==> src/rtl/alu_ctrl_pkg.sv <==
// ============================================================================
// Module  : alu_ctrl_pkg
// Brief   : Shared widths, FSM state encoding and ALU opcodes for the ALU arbiter.
// Revision: 1.0 - initial release
// ============================================================================
`default_nettype none

package alu_ctrl_pkg;
   localparam int DATA_W = 32;
   localparam int OP_W   = 5;

   localparam logic [1:0] IDLE = 2'd0;
   localparam logic [1:0] EXEC = 2'd1;
   localparam logic [1:0] RESP = 2'd2;

   localparam logic [OP_W-1:0] ALU_ADD = 5'h01;
   localparam logic [OP_W-1:0] ALU_SUB = 5'h02;
   localparam logic [OP_W-1:0] ALU_AND = 5'h03;
   localparam logic [OP_W-1:0] ALU_OR  = 5'h04;
   localparam logic [OP_W-1:0] ALU_XOR = 5'h05;
endpackage

`default_nettype wire

==> src/rtl/alu_share_arbiter_if.sv <==
// ============================================================================
// Module  : alu_share_arbiter_if
// Brief   : Request/response channels of both requesters plus the ALU hookup.
// Revision: 1.0 - initial release
// ============================================================================
`default_nettype none

interface alu_share_arbiter_if #(
   parameter int DW = alu_ctrl_pkg::DATA_W,
   parameter int OW = alu_ctrl_pkg::OP_W
);
   logic          req0_valid;
   logic          req0_ready;
   logic [DW-1:0] req0_a;
   logic [DW-1:0] req0_b;
   logic [OW-1:0] req0_op;
   logic          req1_valid;
   logic          req1_ready;
   logic [DW-1:0] req1_a;
   logic [DW-1:0] req1_b;
   logic [OW-1:0] req1_op;
   logic          rsp0_valid;
   logic          rsp0_ready;
   logic          rsp1_valid;
   logic          rsp1_ready;
   logic [DW-1:0] rsp_data;
   logic [DW-1:0] alu_a;
   logic [DW-1:0] alu_b;
   logic [OW-1:0] alu_op;
   logic [DW-1:0] alu_out;
   logic          busy;

   // Arbiter side
   modport slave (
      input  req0_valid, req0_a, req0_b, req0_op,
      input  req1_valid, req1_a, req1_b, req1_op,
      input  rsp0_ready, rsp1_ready, alu_out,
      output req0_ready, req1_ready, rsp0_valid, rsp1_valid, rsp_data,
      output alu_a, alu_b, alu_op, busy
   );

   // Issue logic / ALU side
   modport master (
      output req0_valid, req0_a, req0_b, req0_op,
      output req1_valid, req1_a, req1_b, req1_op,
      output rsp0_ready, rsp1_ready, alu_out,
      input  req0_ready, req1_ready, rsp0_valid, rsp1_valid, rsp_data,
      input  alu_a, alu_b, alu_op, busy
   );
endinterface

`default_nettype wire

==> src/rtl/alu_share_arbiter_rr_arb2.sv <==
// ============================================================================
// Module  : rr_arb2
// Brief   : Two-way combinational round-robin arbiter.
// Revision: 1.0 - initial release
// ============================================================================
`default_nettype none

module rr_arb2 (
   input  wire logic [1:0] req,
   input  wire logic       last_grant,
   output logic            grant_valid,
   output logic            grant_id
);
   // On a tie the requester not served last wins; a lone requester always wins.
   assign grant_valid = |req;
   assign grant_id    = (&req) ? ~last_grant : req[1];
endmodule

`default_nettype wire

==> src/rtl/alu_share_arbiter.sv <==
// ============================================================================
// Module  : alu_share_arbiter
// Brief   : Round-robin sharing of one combinational ALU between two requesters.
// Revision: 1.0 - initial release
// ============================================================================
`default_nettype none

module alu_share_arbiter #(
   parameter int DATA_W = alu_ctrl_pkg::DATA_W,
   parameter int OP_W   = alu_ctrl_pkg::OP_W
) (
   input  wire logic          clk,
   input  wire logic          rst,
   alu_share_arbiter_if.slave bus
);
   import alu_ctrl_pkg::*;

   logic [1:0]        r_state;
   logic              r_last_grant;
   logic              r_gid;
   logic [DATA_W-1:0] r_alu_a;
   logic [DATA_W-1:0] r_alu_b;
   logic [OP_W-1:0]   r_alu_op;
   logic [DATA_W-1:0] r_result;

   logic              w_grant_valid;
   logic              w_grant_id;
   logic              w_accept;
   logic              w_rsp_done;
   logic [DATA_W-1:0] w_sel_a;
   logic [DATA_W-1:0] w_sel_b;
   logic [OP_W-1:0]   w_sel_op;

   rr_arb2 u_arb (
      .req         ({bus.req1_valid, bus.req0_valid}),
      .last_grant  (r_last_grant),
      .grant_valid (w_grant_valid),
      .grant_id    (w_grant_id)
   );

   assign w_accept   = (r_state == IDLE) && w_grant_valid;
   assign w_rsp_done = (r_state == RESP) && (r_gid ? bus.rsp1_ready : bus.rsp0_ready);
   assign w_sel_a    = w_grant_id ? bus.req1_a  : bus.req0_a;
   assign w_sel_b    = w_grant_id ? bus.req1_b  : bus.req0_b;
   assign w_sel_op   = w_grant_id ? bus.req1_op : bus.req0_op;

   assign bus.req0_ready = w_accept && !w_grant_id;
   assign bus.req1_ready = w_accept &&  w_grant_id;
   assign bus.rsp0_valid = (r_state == RESP) && !r_gid;
   assign bus.rsp1_valid = (r_state == RESP) &&  r_gid;
   assign bus.rsp_data   = r_result;
   assign bus.alu_a      = r_alu_a;
   assign bus.alu_b      = r_alu_b;
   assign bus.alu_op     = r_alu_op;
   assign bus.busy       = (r_state != IDLE);

   // Operand and result registers are never cleared outside reset; they hold
   // the last transaction for observability.
   always_ff @(posedge clk) begin
      if (rst) begin
         r_state      <= IDLE;
         r_last_grant <= 1'b1;
         r_gid        <= 1'b0;
         r_alu_a      <= '0;
         r_alu_b      <= '0;
         r_alu_op     <= '0;
         r_result     <= '0;
      end else begin
         case (r_state)
            IDLE: begin
               if (w_accept) begin
                  r_alu_a  <= w_sel_a;
                  r_alu_b  <= w_sel_b;
                  r_alu_op <= w_sel_op;
                  r_gid    <= w_grant_id;
                  r_state  <= EXEC;
               end
            end
            EXEC: begin
               r_result <= bus.alu_out;
               r_state  <= RESP;
            end
            RESP: begin
               if (w_rsp_done) begin
                  r_last_grant <= r_gid;
                  r_state      <= IDLE;
               end
            end
            default: r_state <= IDLE;
         endcase
      end
   end
endmodule

`default_nettype wire
==> src/flat_wrapper.sv <==
// flat-port wrapper written by rule: the top's interface ports become plain ports
module alu_share_arbiter_flat import alu_ctrl_pkg::*;
#(
   parameter int DATA_W = alu_ctrl_pkg::DATA_W,
   parameter int OP_W   = alu_ctrl_pkg::OP_W
)
  (clk, rst, bus_req0_valid, bus_req0_a, bus_req0_b, bus_req0_op, bus_req1_valid, bus_req1_a, bus_req1_b, bus_req1_op, bus_rsp0_ready, bus_rsp1_ready, bus_alu_out, bus_req0_ready, bus_req1_ready, bus_rsp0_valid, bus_rsp1_valid, bus_rsp_data, bus_alu_a, bus_alu_b, bus_alu_op, bus_busy);
  alu_share_arbiter_if bus_i ();
  input  wire logic clk;
  input  wire logic rst;
  input wire logic [$bits(bus_i.req0_valid)-1:0] bus_req0_valid;
  input wire logic [$bits(bus_i.req0_a)-1:0] bus_req0_a;
  input wire logic [$bits(bus_i.req0_b)-1:0] bus_req0_b;
  input wire logic [$bits(bus_i.req0_op)-1:0] bus_req0_op;
  input wire logic [$bits(bus_i.req1_valid)-1:0] bus_req1_valid;
  input wire logic [$bits(bus_i.req1_a)-1:0] bus_req1_a;
  input wire logic [$bits(bus_i.req1_b)-1:0] bus_req1_b;
  input wire logic [$bits(bus_i.req1_op)-1:0] bus_req1_op;
  input wire logic [$bits(bus_i.rsp0_ready)-1:0] bus_rsp0_ready;
  input wire logic [$bits(bus_i.rsp1_ready)-1:0] bus_rsp1_ready;
  input wire logic [$bits(bus_i.alu_out)-1:0] bus_alu_out;
  output wire logic [$bits(bus_i.req0_ready)-1:0] bus_req0_ready;
  output wire logic [$bits(bus_i.req1_ready)-1:0] bus_req1_ready;
  output wire logic [$bits(bus_i.rsp0_valid)-1:0] bus_rsp0_valid;
  output wire logic [$bits(bus_i.rsp1_valid)-1:0] bus_rsp1_valid;
  output wire logic [$bits(bus_i.rsp_data)-1:0] bus_rsp_data;
  output wire logic [$bits(bus_i.alu_a)-1:0] bus_alu_a;
  output wire logic [$bits(bus_i.alu_b)-1:0] bus_alu_b;
  output wire logic [$bits(bus_i.alu_op)-1:0] bus_alu_op;
  output wire logic [$bits(bus_i.busy)-1:0] bus_busy;
  assign bus_i.req0_valid = bus_req0_valid;
  assign bus_i.req0_a = bus_req0_a;
  assign bus_i.req0_b = bus_req0_b;
  assign bus_i.req0_op = bus_req0_op;
  assign bus_i.req1_valid = bus_req1_valid;
  assign bus_i.req1_a = bus_req1_a;
  assign bus_i.req1_b = bus_req1_b;
  assign bus_i.req1_op = bus_req1_op;
  assign bus_i.rsp0_ready = bus_rsp0_ready;
  assign bus_i.rsp1_ready = bus_rsp1_ready;
  assign bus_i.alu_out = bus_alu_out;
  assign bus_req0_ready = bus_i.req0_ready;
  assign bus_req1_ready = bus_i.req1_ready;
  assign bus_rsp0_valid = bus_i.rsp0_valid;
  assign bus_rsp1_valid = bus_i.rsp1_valid;
  assign bus_rsp_data = bus_i.rsp_data;
  assign bus_alu_a = bus_i.alu_a;
  assign bus_alu_b = bus_i.alu_b;
  assign bus_alu_op = bus_i.alu_op;
  assign bus_busy = bus_i.busy;
  alu_share_arbiter #(.DATA_W(DATA_W), .OP_W(OP_W)) u_core (.clk(clk), .rst(rst), .bus(bus_i));
endmodule
==> config.mk <==
export PLATFORM = sky130hd
export DESIGN_NAME = alu_share_arbiter_flat
export DESIGN_NICKNAME = d
export VERILOG_FILES = /design/src/rtl/alu_ctrl_pkg.sv /design/src/rtl/alu_share_arbiter_if.sv /design/src/rtl/alu_share_arbiter_rr_arb2.sv /design/src/rtl/alu_share_arbiter.sv /design/src/flat_wrapper.sv
export SDC_FILE = /design/constraint.sdc
export NUM_CORES = 1
export LEC_CHECK = 0
export ABC_AREA = 1
export CORE_MARGIN = 10
export CORE_UTILIZATION = 37
export CTS_BUF_LIST = sky130_fd_sc_hd__clkbuf_8 sky130_fd_sc_hd__clkbuf_16
export DETAILED_ROUTE_END_ITERATION = 6
export HOLD_SLACK_MARGIN = 0.08
export PLACE_DENSITY = 0.8
export SYNTH_ARGS = -nofsm -noshare
export SYNTH_HDL_FRONTEND = slang
export SYNTH_HIERARCHICAL = 1
export SYNTH_SLANG_ARGS = --single-unit
==> constraint.sdc <==
create_clock -name clk -period 2 [get_ports clk]
set_clock_uncertainty 0.15 [all_clocks]
set_input_delay 0.6 -clock clk [delete_from_list [all_inputs] [get_ports clk]]
set_output_delay 0.6 -clock clk [all_outputs]
set_load 0.005 [all_outputs]
; Word-level counts from Yosys, hierarchy flattened
; Index checks and enable logic that the tools add are counted.
[totals]
reg_bits = 105
input_bits = 176
out_inout_bits = 106
wordCells = 35
[classes]
n_eq_ne = 4
n_mux = 8
bitwise = 1
n_reduce_logical = 15
[ops]
columns = operator, n
row1 = 2-to-1 mux 32 bit, 2
row2 = AND reduction 2 bit, 4
row3 = logical AND 1 bit, 6
row4 = one-hot mux 2 bit (3 select lines), 1
row5 = 2-to-1 mux 5 bit, 1
row6 = 2-to-1 mux 2 bit, 2
row7 = "inequality test 2 x 1 -> 1 bit, second input constant", 2
row8 = "== test 2 x 1 -> 1 bit, second input constant", 1
row9 = "== test 2 bit, second input constant", 1
row10 = logical NOT 1 bit, 2
row11 = logical NOT 2 bit, 1
row12 = 2-to-1 mux 1 bit, 2
row13 = nonzero test 2 bit, 1
row14 = OR reduction 2 bit, 1
row15 = NOT 1 bit, 1

; Longest topological paths before layout
; Gate-level depths: netlist of run 1.
[depth]
depth_word = 4
ltp_mapped = 9
mapped_depth_nobuf = 7

; Modules after synthesis
; Netlist of run 1, hierarchy kept.
[by_module_without_submodules]
columns = module, n_inst, cells_each, area_per_inst_um2, seq_area_each_um2
row1 = alu_share_arbiter, 1, 691, 4544.4, 2102.0
row2 = rr_arb2, 1, 3, 15.0, 0.0

; Least setup slack after synthesis of run 1
; No wires, ideal clock.
[synth_timing]
kind = input to output
startpoint = in bus_req1_valid
endpoint = out bus_req1_ready
arrival_time_ps = 1227
t_required_ps = 1250
path_slack_ps = 23
cell_stages = 6
n_path_buf = 2
cell_sequence = inv_1 -> a21oi_1 -> buf_2 -> inv_2 -> buf_6 -> nor2_1
[synth_between]
elab_chain_cells = 3
elab_cells_between_ends = 5
classes_between = mux: 1 / reduce/logical: 4
[synth_rtl]
columns = item, line_no
row1 = from (decl), flat_wrapper.sv:15  ; input wire logic [$bits(bus_i.req1_valid)-1:0] bus_req1_valid;
row2 = AND reduction 2 bit, alu_share_arbiter_rr_arb2.sv:16  ; assign grant_id = (&req) ? ~last_grant : req[1];
row3 = 2-to-1 mux 1 bit *, alu_share_arbiter_rr_arb2.sv:16
row4 = via u_core.w_grant_id, alu_share_arbiter.sv:27  ; logic w_grant_id;
row5 = logical AND 1 bit *, alu_share_arbiter.sv:48  ; assign bus.req1_ready = w_accept && w_grant_id;
row6 = to (decl), flat_wrapper.sv:23  ; output wire logic [$bits(bus_i.req1_ready)-1:0] bus_req1_ready;
; Mark *: on every way through the listed nets, which the timed path passes. The rest lies on a longest branch.

; Final worst setup path of run 1
[layout_timing]
startpoint = reg u_core.r_alu_a[29] (netlist: u_core/bus.alu_a[29])
endpoint = out bus_alu_a[29]
[layout_rtl]
columns = item, line_no
row1 = from (decl), alu_share_arbiter.sv:21  ; logic [DATA_W-1:0] r_alu_a;
row2 = from (signal assigned), alu_share_arbiter.sv:72  ; r_alu_a <= w_sel_a;
row3 = to (decl), flat_wrapper.sv:27  ; output wire logic [$bits(bus_i.alu_a)-1:0] bus_alu_a;
; No word-level cell between the ends.

==> metrics.csv, run 1 <==
stage,metric,value,unit
routing,per-cell routed wire length,15.4,um
clock_network,"CTS clk-pin slew, worst paths",0.07,ns
yosys,Mapped Nets,870,
routing,number of detailed-route iterations in the first pass,4,
floorplan,Die Wd,131,um
final_layout,Ant. Diodes,0,
routing,via count,5163,
place,DP HPWL,13.1,mm
setup_path,crit path cell chain,clkdlybuf4s50_1,
routing,DR iter-0 viols,313,
clock_network,Max Buffers Root-to-Sink,2,
final_layout,layout cells sized above 1,5.51,%
timing,Tmin final,1.97,ns
yosys,Synth area leaders,"dfxtp_1 46%, nand2_1 29%, a21oi_1 7.8%, nor2_1 5.9%, o21ai_0 3.6%",
place,Placer Congestion,0.845,
power_and_ir_drop,clock power share,29.6,%
power_and_ir_drop,Pwr Density,709,mW/mm^2
power_and_ir_drop,LEAKAGE,3.77,nW
yosys,Mapped Area,0.00456,sq mm
floorplan,number of cell rows,40,
setup_path,"Arr. time, crit path",1.22,ns
yosys,post-synth top area cell,dfxtp_1,
setup_path,CP required,1.25,ns
timing,Max Clk Rate,508,MHz
final_layout,Layout Nets,1133,
setup_path,Setup crit end kind,output pin,
clock_network,"Clk Latency, worst-skew pair",0.33,ns
floorplan,die area,0.0172,sq mm
routing,vias per inst,4.57,
floorplan,Chip Height,131,um
floorplan,num ports,282,
yosys,Yosys reg bits,105,
floorplan,Starting Density,37.8,%
global_routing,first-pass GRT wire length,26.0,mm
run_status,status,"finished, final reports clean",
routing,Routed WL,17.4,mm
routing,# DRC,0,
global_routing,number of global-route vias before repair,4946,
power_and_ir_drop,P_int,4.00,mW
setup_path,"delay-heaviest family, CP",buffers and inverters,
setup_path,WP buf/inv,1,
timing,Final Hold Fails,0,
setup_path,crit path launch type,flop,
power_and_ir_drop,sequential share of power,43.0,%
place,port bufs,281,
timing,setup tns final,0,ns
timing,# setup viols final,0,
worst_hold_path,worst hold path class,reg -> reg,
final_layout,"commonest non-fill, non-tap cell in the layout",nand2_1,
final_layout,fillers,1118,
clock_network,clock sink count,105,
timing,Final Cycle Share,98.5,%
timing,Worst slew margin,51.3,%
yosys,sequential share of the synthesized area,46.1,%
global_routing,largest net degree at the start of global routing,72,
clock_network,TritonCTS clock tree,built,
final_layout,area growth from synthesis to layout,72.3,%
global_routing,gr ovfl total,0,
power_and_ir_drop,Sw Pwr,1.57,mW
power_and_ir_drop,Switching Share,28.2,%
final_layout,most frequent cells in the layout,"350 x nand2_1, 245 x clkdlybuf4s50_1, 103 x dfxtp_1",
job,number of max-cap violations,0,
yosys,Gate Count Post-Synth,694,
timing,Hold Slack,0.312,ns
power_and_ir_drop,peak supply drop,0.369,mV
timing,Worst-Margin Slew,0.730,ns
timing,RSZ-0062 raised after global routing,true,
yosys,Syn Area/Cell,6.57,sq um
yosys,count of cell types in the netlist,16,
clock_network,CTS H-tree lvls,3,
global_routing,Tot GR Track Use,19.1,%
setup_path,"Max FO, Critical Path",2,
floorplan,Core ar.,0.0121,sq mm
yosys,Synth top area share,46.1,%
power_and_ir_drop,combinational share of power,27.4,%
routing,"antenna viol nets, final",0,
setup_path,CP Class,reg -> out,
timing,Slew Limit Fails,0,
clock_network,CTS root buf,clkbuf_16,
setup_path,"slowest stage delay, CP",0.54,ns
clock_network,CTS Buf Count,9,
global_routing,initial antenna violation count,0,
setup_path,CP max stage cell,clkdlybuf4s50_1,
yosys,synth warn,6,
## worst paths after layout
path                             start              endpoint  slack (ns)  cells past startpoint
hold reg to reg    u_core/bus.alu_a[6]   u_core/bus.alu_a[6]        0.31                      2
setup reg to reg   u_core/r_last_grant  u_core/bus.alu_b[22]        0.18                      7
hold / removal     u_core/bus.alu_a[6]   u_core/bus.alu_a[6]        0.31                      2
setup / recovery  u_core/bus.alu_a[29]         bus_alu_a[29]        0.03                      1
## through the flow
stage / utilization (%) / power (mW) / instance area, sq um / setup slack [ns] / cells
5_1_grt: 65.1 / 5.88 / 7860 / -0.00409 / 1130
3_5_place_dp: 62.0 / 3.98 / 7470 / -0.833 / 1111
3_3_place_gp: 62.0 / 3.96 / 7470 / -0.811 / 1111
4_1_cts: 64.6 / 5.65 / 7790 / 0.00526 / 1133
6_report: 65.1 / 5.57 / 7860 / 0.0301 / 1130
2_1_floorplan: - / 3.04 / 4560 / 0.0235 / 694
## area by class of cell
type,count,area (sq um),share of cell area [%]
well taps,168,210,2.68
clock buffers,9,225,2.87
repair buffers,298,3030,38.5
inverters,9,33.8,0.430
multi-input cells,534,2200,28.0
clock inverters,7,55.1,0.701
flip-flops and latches,105,2100,26.8
## registers in the layout, summed over array words and instances (netlist names)
name                 count
u_core/bus.alu_op        5
u_core/bus.alu_a        32
u_core/bus.rsp_data     32
u_core/bus.alu_b        32
u_core/r_state           2
u_core/r_last_grant      1
u_core/r_gid             1
## metal layers
metal / vias to the layer above / share of wire [%] / global-route usage (%)
met5: - / 0 / 0
met4: 0 / 2.2 / 7.65
met3: 23 / 11 / 6.53
met2: 194 / 48 / 32.8
met1: 2271 / 39 / 21.2
li1: 2675 / - / -
## power by group through the flow
| stage | clock [mW] | sequential (mW) | combinational [mW] |
|---|---|---|---|
| 2_1_floorplan | 0 | 2.46 | 0.584 |
| 5_1_grt | 1.78 | 2.42 | 1.68 |
| 3_3_place_gp | 0 | 2.43 | 1.53 |
| 3_5_place_dp | 0 | 2.44 | 1.54 |
| 6_report | 1.65 | 2.39 | 1.53 |
| 4_1_cts | 1.69 | 2.40 | 1.56 |
## timing repair
item,CTS,global route
hold endpoints to repair,0,0
hold buffers,0,0
pin swaps,4,3
gates resized for setup,30,33
buffers inserted,7,0
endpoints found under the setup margin,78,82
## synth_stat cells
cell	number
nand2_1	350
dfxtp_1	105
nor2_1	72
a21oi_1	71
o21ai_0	33
buf_2	26
clkbuf_1	12
buf_6	7
inv_1	6
inv_2	3
nand3_1	3
nor2_4	2
clkbuf_2	1
nand2_2	1
nand3_2	1
or2_1	1
## kinds of logic after synthesis
| family | Yosys count | synth area share, % |
|---|---|---|
| compound gates | 104 | 11.4 |
| buf+inv | 55 | 6.42 |
| simple gates | 430 | 36.1 |
| flops | 105 | 46.1 |
(Power assumes the default switching activity.)
==> run 2, diff against run 1 <==
==> constraint.sdc (replaced) <==
create_clock -name clk -period 2 [get_ports clk]
set_clock_uncertainty 0.15 [all_clocks]
set_input_delay 0.4 -clock clk [delete_from_list [all_inputs] [get_ports clk]]
set_output_delay 0.4 -clock clk [all_outputs]
set_load 0.005 [all_outputs]
==> run 2 against run 1 <==
Critical path depth up 5. Combinational power about the same. Non-clock buffer count down 3. Utilization down 0.78 points. Global-route usage up 0.30 points. Total power up 1.3%. Maximum frequency up 0.15%. Largest cell class unchanged. Largest power group unchanged.
==> metrics.csv, run 2 (synthesis results as in run 1) <==
stage,metric,value,unit
setup_path,critical path depth,6,
clock_network,hold_buf cts,0,
setup_path,WP buf/inv,4,
timing,# setup viols final,0,
floorplan,Starting Density,37.8,%
setup_path,CP max stage cell,clkdlybuf4s50_1,
place,Setup WS pre-CTS,-0.414,ns
floorplan,Chip Height,131,um
global_routing,initial antenna violation count,0,
routing,number of detailed-route iterations in the first pass,4,
routing,"antenna viol nets, final",0,
setup_path,"Arr. time, crit path",1.42,ns
place,Placer Congestion,0.817,
clock_network,clock sink count,105,
clock_network,Max Buffers Root-to-Sink,2,
final_layout,Ant. Diodes,0,
floorplan,Core ar.,0.0121,sq mm
timing,Final Hold Fails,0,
place,dpl cells,1111,
worst_hold_path,hold path start,u_core/bus.alu_a[20],
worst_hold_path,hold path depth,2,
run_status,status,"finished, final reports clean",
setup_path,origin of the worst setup path,bus_req1_valid,
timing,min setup slack post-route,0.0330,ns
timing,Final Cycle Share,98.3,%
clock_network,TritonCTS clock tree,built,
place,port bufs,281,
routing,via count,5127,
routing,per-cell routed wire length,15.7,um
clock_network,CTS H-tree lvls,3,
global_routing,first-pass GRT wire length,26.1,mm
job,number of max-cap violations,0,
setup_path,depth of the worst register-to-register path,8,
floorplan,die area,0.0172,sq mm
floorplan,number of cell rows,40,
worst_hold_path,worst hold path class,reg -> reg,
place,Post-Place Cell Area,0.00748,sq mm
place,DP HPWL,13.3,mm
power_and_ir_drop,LEAKAGE,3.35,nW
final_layout,layout cells sized above 1,4.28,%
final_layout,final core utilization,64.4,%
routing,DR iter-0 viols,315,
clock_network,CTS Buf Count,9,
setup_path,CP required,1.45,ns
floorplan,Die Wd,131,um
setup_path,Setup crit end kind,output pin,
power_and_ir_drop,peak supply drop,0.399,mV
global_routing,gr ovfl total,0,
final_layout,fin cells,1126,
global_routing,largest net degree at the start of global routing,55,
setup_path,RR Startpoint,u_core/r_last_grant,
clock_network,post-CTS setup buffer count,0,
routing,Routed WL,17.7,mm
timing,Max Clk Rate,508,MHz
floorplan,num ports,282,
clock_network,"CTS clk-pin slew, worst paths",0.07,ns
final_layout,"commonest non-fill, non-tap cell in the layout",nand2_1,
final_layout,design area,0.00776,sq mm
setup_path,"Max FO, Critical Path",4,
timing,Slew Limit Fails,0,
global_routing,number of global-route vias before repair,4885,
power_and_ir_drop,Pwr Density,728,mW/mm^2
final_layout,most frequent cells in the layout,"350 x nand2_1, 274 x clkdlybuf4s50_1, 104 x dfxtp_1",
setup_path,"slowest stage delay, CP",0.47,ns
global_routing,Tot GR Track Use,19.4,%
timing,Tmin final,1.97,ns
timing,Worst slew margin,59.9,%
timing,Worst-Margin Slew,0.602,ns
final_layout,area growth from synthesis to layout,70.3,%
setup_path,crit path cell chain,clkdlybuf4s50_1 > inv_1 > a21oi_4 > inv_2 > nor2_1 > buf_2,
clock_network,"Clk Latency, worst-skew pair",0.34,ns
routing,vias per inst,4.55,
setup_path,CP Class,in -> out,
routing,# DRC,0,
timing,setup tns final,0,ns
setup_path,"delay-heaviest family, CP",buffers and inverters,
clock_network,CTS root buf,clkbuf_16,
timing,RSZ-0062 raised after global routing,true,
final_layout,Layout Nets,1130,
setup_path,crit path launch type,input port,
run 2: cell count changes in the layout (fill, tap and decap cells not counted), sizes merged:
| cell | before | now |
|---|---|---|
| clkdlybuf4s50 | 245 | 274 |
| clkbuf | 10 | 9 |
| clkdlybuf4s15 | 1 | 0 |
| bufinv | 0 | 1 |
| buf | 22 | 17 |
| dlymetal6s2s | 25 | 1 |
| dlygate4sd2 | 4 | 3 |
| clkinv | 4 | 3 |
| clkinvlp | 0 | 2 |
| inv | 12 | 9 |
run 2: area by class of cell:
type / count / area (sq um)
timing repair buffer: 295 / 2960
clock buffer: 9 / 225
clock inverter: 6 / 60.1
multi-input combinational: 534 / 2180
inverter: 9 / 33.8
fill: 1096 / 4300
sequential: 105 / 2100
tap: 168 / 210
run 2: worst register-to-register path, stage by stage, from the launching register on:
cell and delay [ns]:
dfxtp_1 0.39, a21oi_4 0.10, inv_2 0.06, buf_4 0.32
buf_12 0.26, nand2_1 0.10, nand2_1 0.08, nand2_1 0.06
a21oi_1 0.12
run 2: repair_timing:
| item | CTS | global route |
|---|---|---|
| gates resized for setup | 11 | 3 |
| setup endpoints to repair | 5 | 30 |
| cloned | 0 | 0 |
| pin swaps | 1 | 0 |
run 2: metal layers:
metal	GRT usage, %	wire, um
met1	21.2	6880
met2	33.6	8440
met3	7.17	1950
met4	7.52	375
met5	0	0
run 2: per-stage QoR:
step / total power [mW] / hold WS, ns
detailed placement: 3.99 / 0.304
global route: 5.94 / 0.329
finish: 5.65 / 0.314
global placement: 3.97 / 0.301
floorplan: 3.04 / 0.279
CTS: 5.72 / 0.315
run 2: report_power, final:
part           total, mW  switching, mW  internal [mW]  leakage (nW)
registers           2.40          0.104           2.30         0.865
clock network       1.72          0.761          0.957         0.137
logic               1.53          0.674          0.858          2.35
run 2: worst paths after layout:
path | endpoint | slack [ns]
setup / recovery | bus_req1_ready | 0.03
hold / removal | u_core/bus.alu_a[20] | 0.31
setup reg to reg | u_core/bus.alu_b[27] | 0.30
hold reg to reg | u_core/bus.alu_a[20] | 0.31
==> run 3, diff against run 2 <==
--- a/config.mk
+++ b/config.mk
@@ -12,6 +12,7 @@
 export DETAILED_ROUTE_END_ITERATION = 6
 export HOLD_SLACK_MARGIN = 0.08
 export PLACE_DENSITY = 0.8
+export SETUP_SLACK_MARGIN = 0.15
 export SYNTH_ARGS = -nofsm -noshare
 export SYNTH_HDL_FRONTEND = slang
 export SYNTH_HIERARCHICAL = 1
==> run 3 against run 2 <==
Worst setup slack better by 0.15 ns. Clock power about the same. Hold slack barely moved. Highest routed layer unchanged.
==> metrics.csv, run 3 (synthesis results as in run 1) <==
stage,metric,value,unit
run_status,status,"finished, final reports clean",
place,port bufs,281,
global_routing,number of global-route vias before repair,4911,
final_layout,fin cells,1129,
final_layout,area growth from synthesis to layout,70.8,%
floorplan,num ports,282,
timing,RSZ-0062 raised after global routing,false,
power_and_ir_drop,clock power share,30.4,%
routing,Routed WL,17.7,mm
timing,# setup viols final,0,
global_routing,met2 Use GR,33.7,%
setup_path,CP required,1.45,ns
power_and_ir_drop,Sw Pwr,1.55,mW
clock_network,hold_buf cts,0,
timing,Slew Limit Fails,0,
place,dpl cells,1111,
power_and_ir_drop,LEAKAGE,3.37,nW
global_routing,initial antenna violation count,0,
place,DP HPWL,13.3,mm
global_routing,first-pass GRT wire length,26.2,mm
final_layout,area occupied by registers,0.00210,sq mm
global_routing,M1 GR Usage,21.4,%
job,number of max-cap violations,0,
final_layout,Ant. Diodes,0,
timing,Hold Slack,0.314,ns
setup_path,crit path launch type,flop,
setup_path,CP max stage cell,clkdlybuf4s50_1,
floorplan,Die Wd,131,um
clock_network,CTS H-tree lvls,3,
final_layout,Layout Nets,1133,
routing,vias per inst,4.58,
place,Post-Place Cell Area,0.00748,sq mm
clock_network,CTS Buf Count,9,
setup_path,"Arr. time, crit path",1.26,ns
power_and_ir_drop,peak supply drop,0.401,mV
final_layout,fillers,1091,
floorplan,number of cell rows,40,
final_layout,Multi-input gate area,0.00218,sq mm
timing,Worst slew margin,60.3,%
setup_path,WP buf/inv,1,
clock_network,"Clk Latency, worst-skew pair",0.34,ns
final_layout,layout cells sized above 1,4.89,%
timing,Final Hold Fails,0,
setup_path,CP Class,reg -> out,
clock_network,Max Buffers Root-to-Sink,2,
clock_network,CTS root buf,clkbuf_16,
floorplan,Chip Height,131,um
routing,number of detailed-route iterations in the first pass,6,
worst_hold_path,worst hold path class,reg -> reg,
final_layout,most frequent cells in the layout,"350 x nand2_1, 272 x clkdlybuf4s50_1, 104 x dfxtp_1",
power_and_ir_drop,Switching Share,27.3,%
timing,Final Cycle Share,90.6,%
power_and_ir_drop,P_int,4.12,mW
power_and_ir_drop,Pwr Density,728,mW/mm^2
setup_path,"slowest stage delay, CP",0.58,ns
floorplan,Starting Density,37.8,%
routing,DR iter-0 viols,277,
setup_path,"delay-heaviest family, CP",buffers and inverters,
global_routing,most used routing layer,met2,
setup_path,crit path cell chain,clkdlybuf4s50_1,
global_routing,Tot GR Track Use,19.5,%
timing,Tmin final,1.81,ns
setup_path,"Max FO, Critical Path",2,
clock_network,clock sink count,105,
final_layout,design area,0.00779,sq mm
setup_path,Setup crit end kind,output pin,
global_routing,GR Util met3,6.93,%
routing,"antenna viol nets, final",0,
floorplan,die area,0.0172,sq mm
clock_network,TritonCTS clock tree,built,
timing,Max Clk Rate,552,MHz
clock_network,"CTS clk-pin slew, worst paths",0.07,ns
final_layout,"commonest non-fill, non-tap cell in the layout",nand2_1,
global_routing,largest net degree at the start of global routing,55,
floorplan,Core ar.,0.0121,sq mm
power_and_ir_drop,combinational share of power,27.2,%
routing,via count,5173,
place,Placer Congestion,0.817,
routing,per-cell routed wire length,15.7,um
power_and_ir_drop,sequential share of power,42.4,%
routing,# DRC,0,
timing,Worst-Margin Slew,0.596,ns
global_routing,gr ovfl total,0,
run 3: cell types whose count changed in the layout (fill, tap and decap cells not counted), sizes merged:
cell	previous run	this run
clkbuf	9	11
buf	17	20
clkdlybuf4s50	274	272
run 3: path summary, 6_finish.rpt:
kind / start / endpoint / slack, ns / depth (start not counted)
worst min register to register: u_core/bus.alu_b[23] / u_core/bus.alu_b[23] / 0.31 / 2
worst min-delay path: u_core/bus.alu_b[23] / u_core/bus.alu_b[23] / 0.31 / 2
worst max-delay path: u_core/bus.alu_a[23] / bus_alu_a[23] / 0.19 / 1
worst max register to register: u_core/r_last_grant / u_core/bus.alu_b[27] / 0.38 / 8
run 3: area by class of cell:
cell class	count	share of cell area, %
Clock buffer	9	2.89
Inverter	9	0.434
Tap cell	168	2.70
Clock inverter	6	0.771
Sequential cell	105	27.0
Timing Repair Buffer	298	38.2
Multi-Input combinational cell	534	28.0
run 3: power by group through the flow:
stage          clock network [mW]  logic (mW)  registers [mW]
6_report                     1.72        1.54            2.40
5_1_grt                      1.84        1.69            2.42
4_1_cts                      1.76        1.56            2.40
3_5_place_dp                    0        1.55            2.45
3_3_place_gp                    0        1.53            2.44
2_1_floorplan                   0       0.584            2.46
run 3: what timing repair did:
item	in CTS	in global routing
resized for setup	16	7
pin swaps	4	0
endpoints found under the setup margin	56	36
buffers inserted	3	0
run 3: through the flow:
| stage | setup TNS [ns] | power, mW | setup WS [ns] | util (%) |
|---|---|---|---|---|
| 2_1_floorplan | 0 | 3.04 | 0.423 | - |
| 3_3_place_gp | -14.04 | 3.97 | -0.412 | 62.1 |
| 3_5_place_dp | -15.96 | 3.99 | -0.414 | 62.1 |
| 4_1_cts | 0 | 5.72 | 0.151 | 64.5 |
| 5_1_grt | 0 | 5.95 | 0.156 | 64.6 |
| 6_report | 0 | 5.67 | 0.188 | 64.6 |
run 3: layer usage:
metal	vias to the layer above	part of all wire [%]
met5	-	0
met4	0	2.4
met3	24	11
met2	187	48
met1	2290	39
li1	2672	-
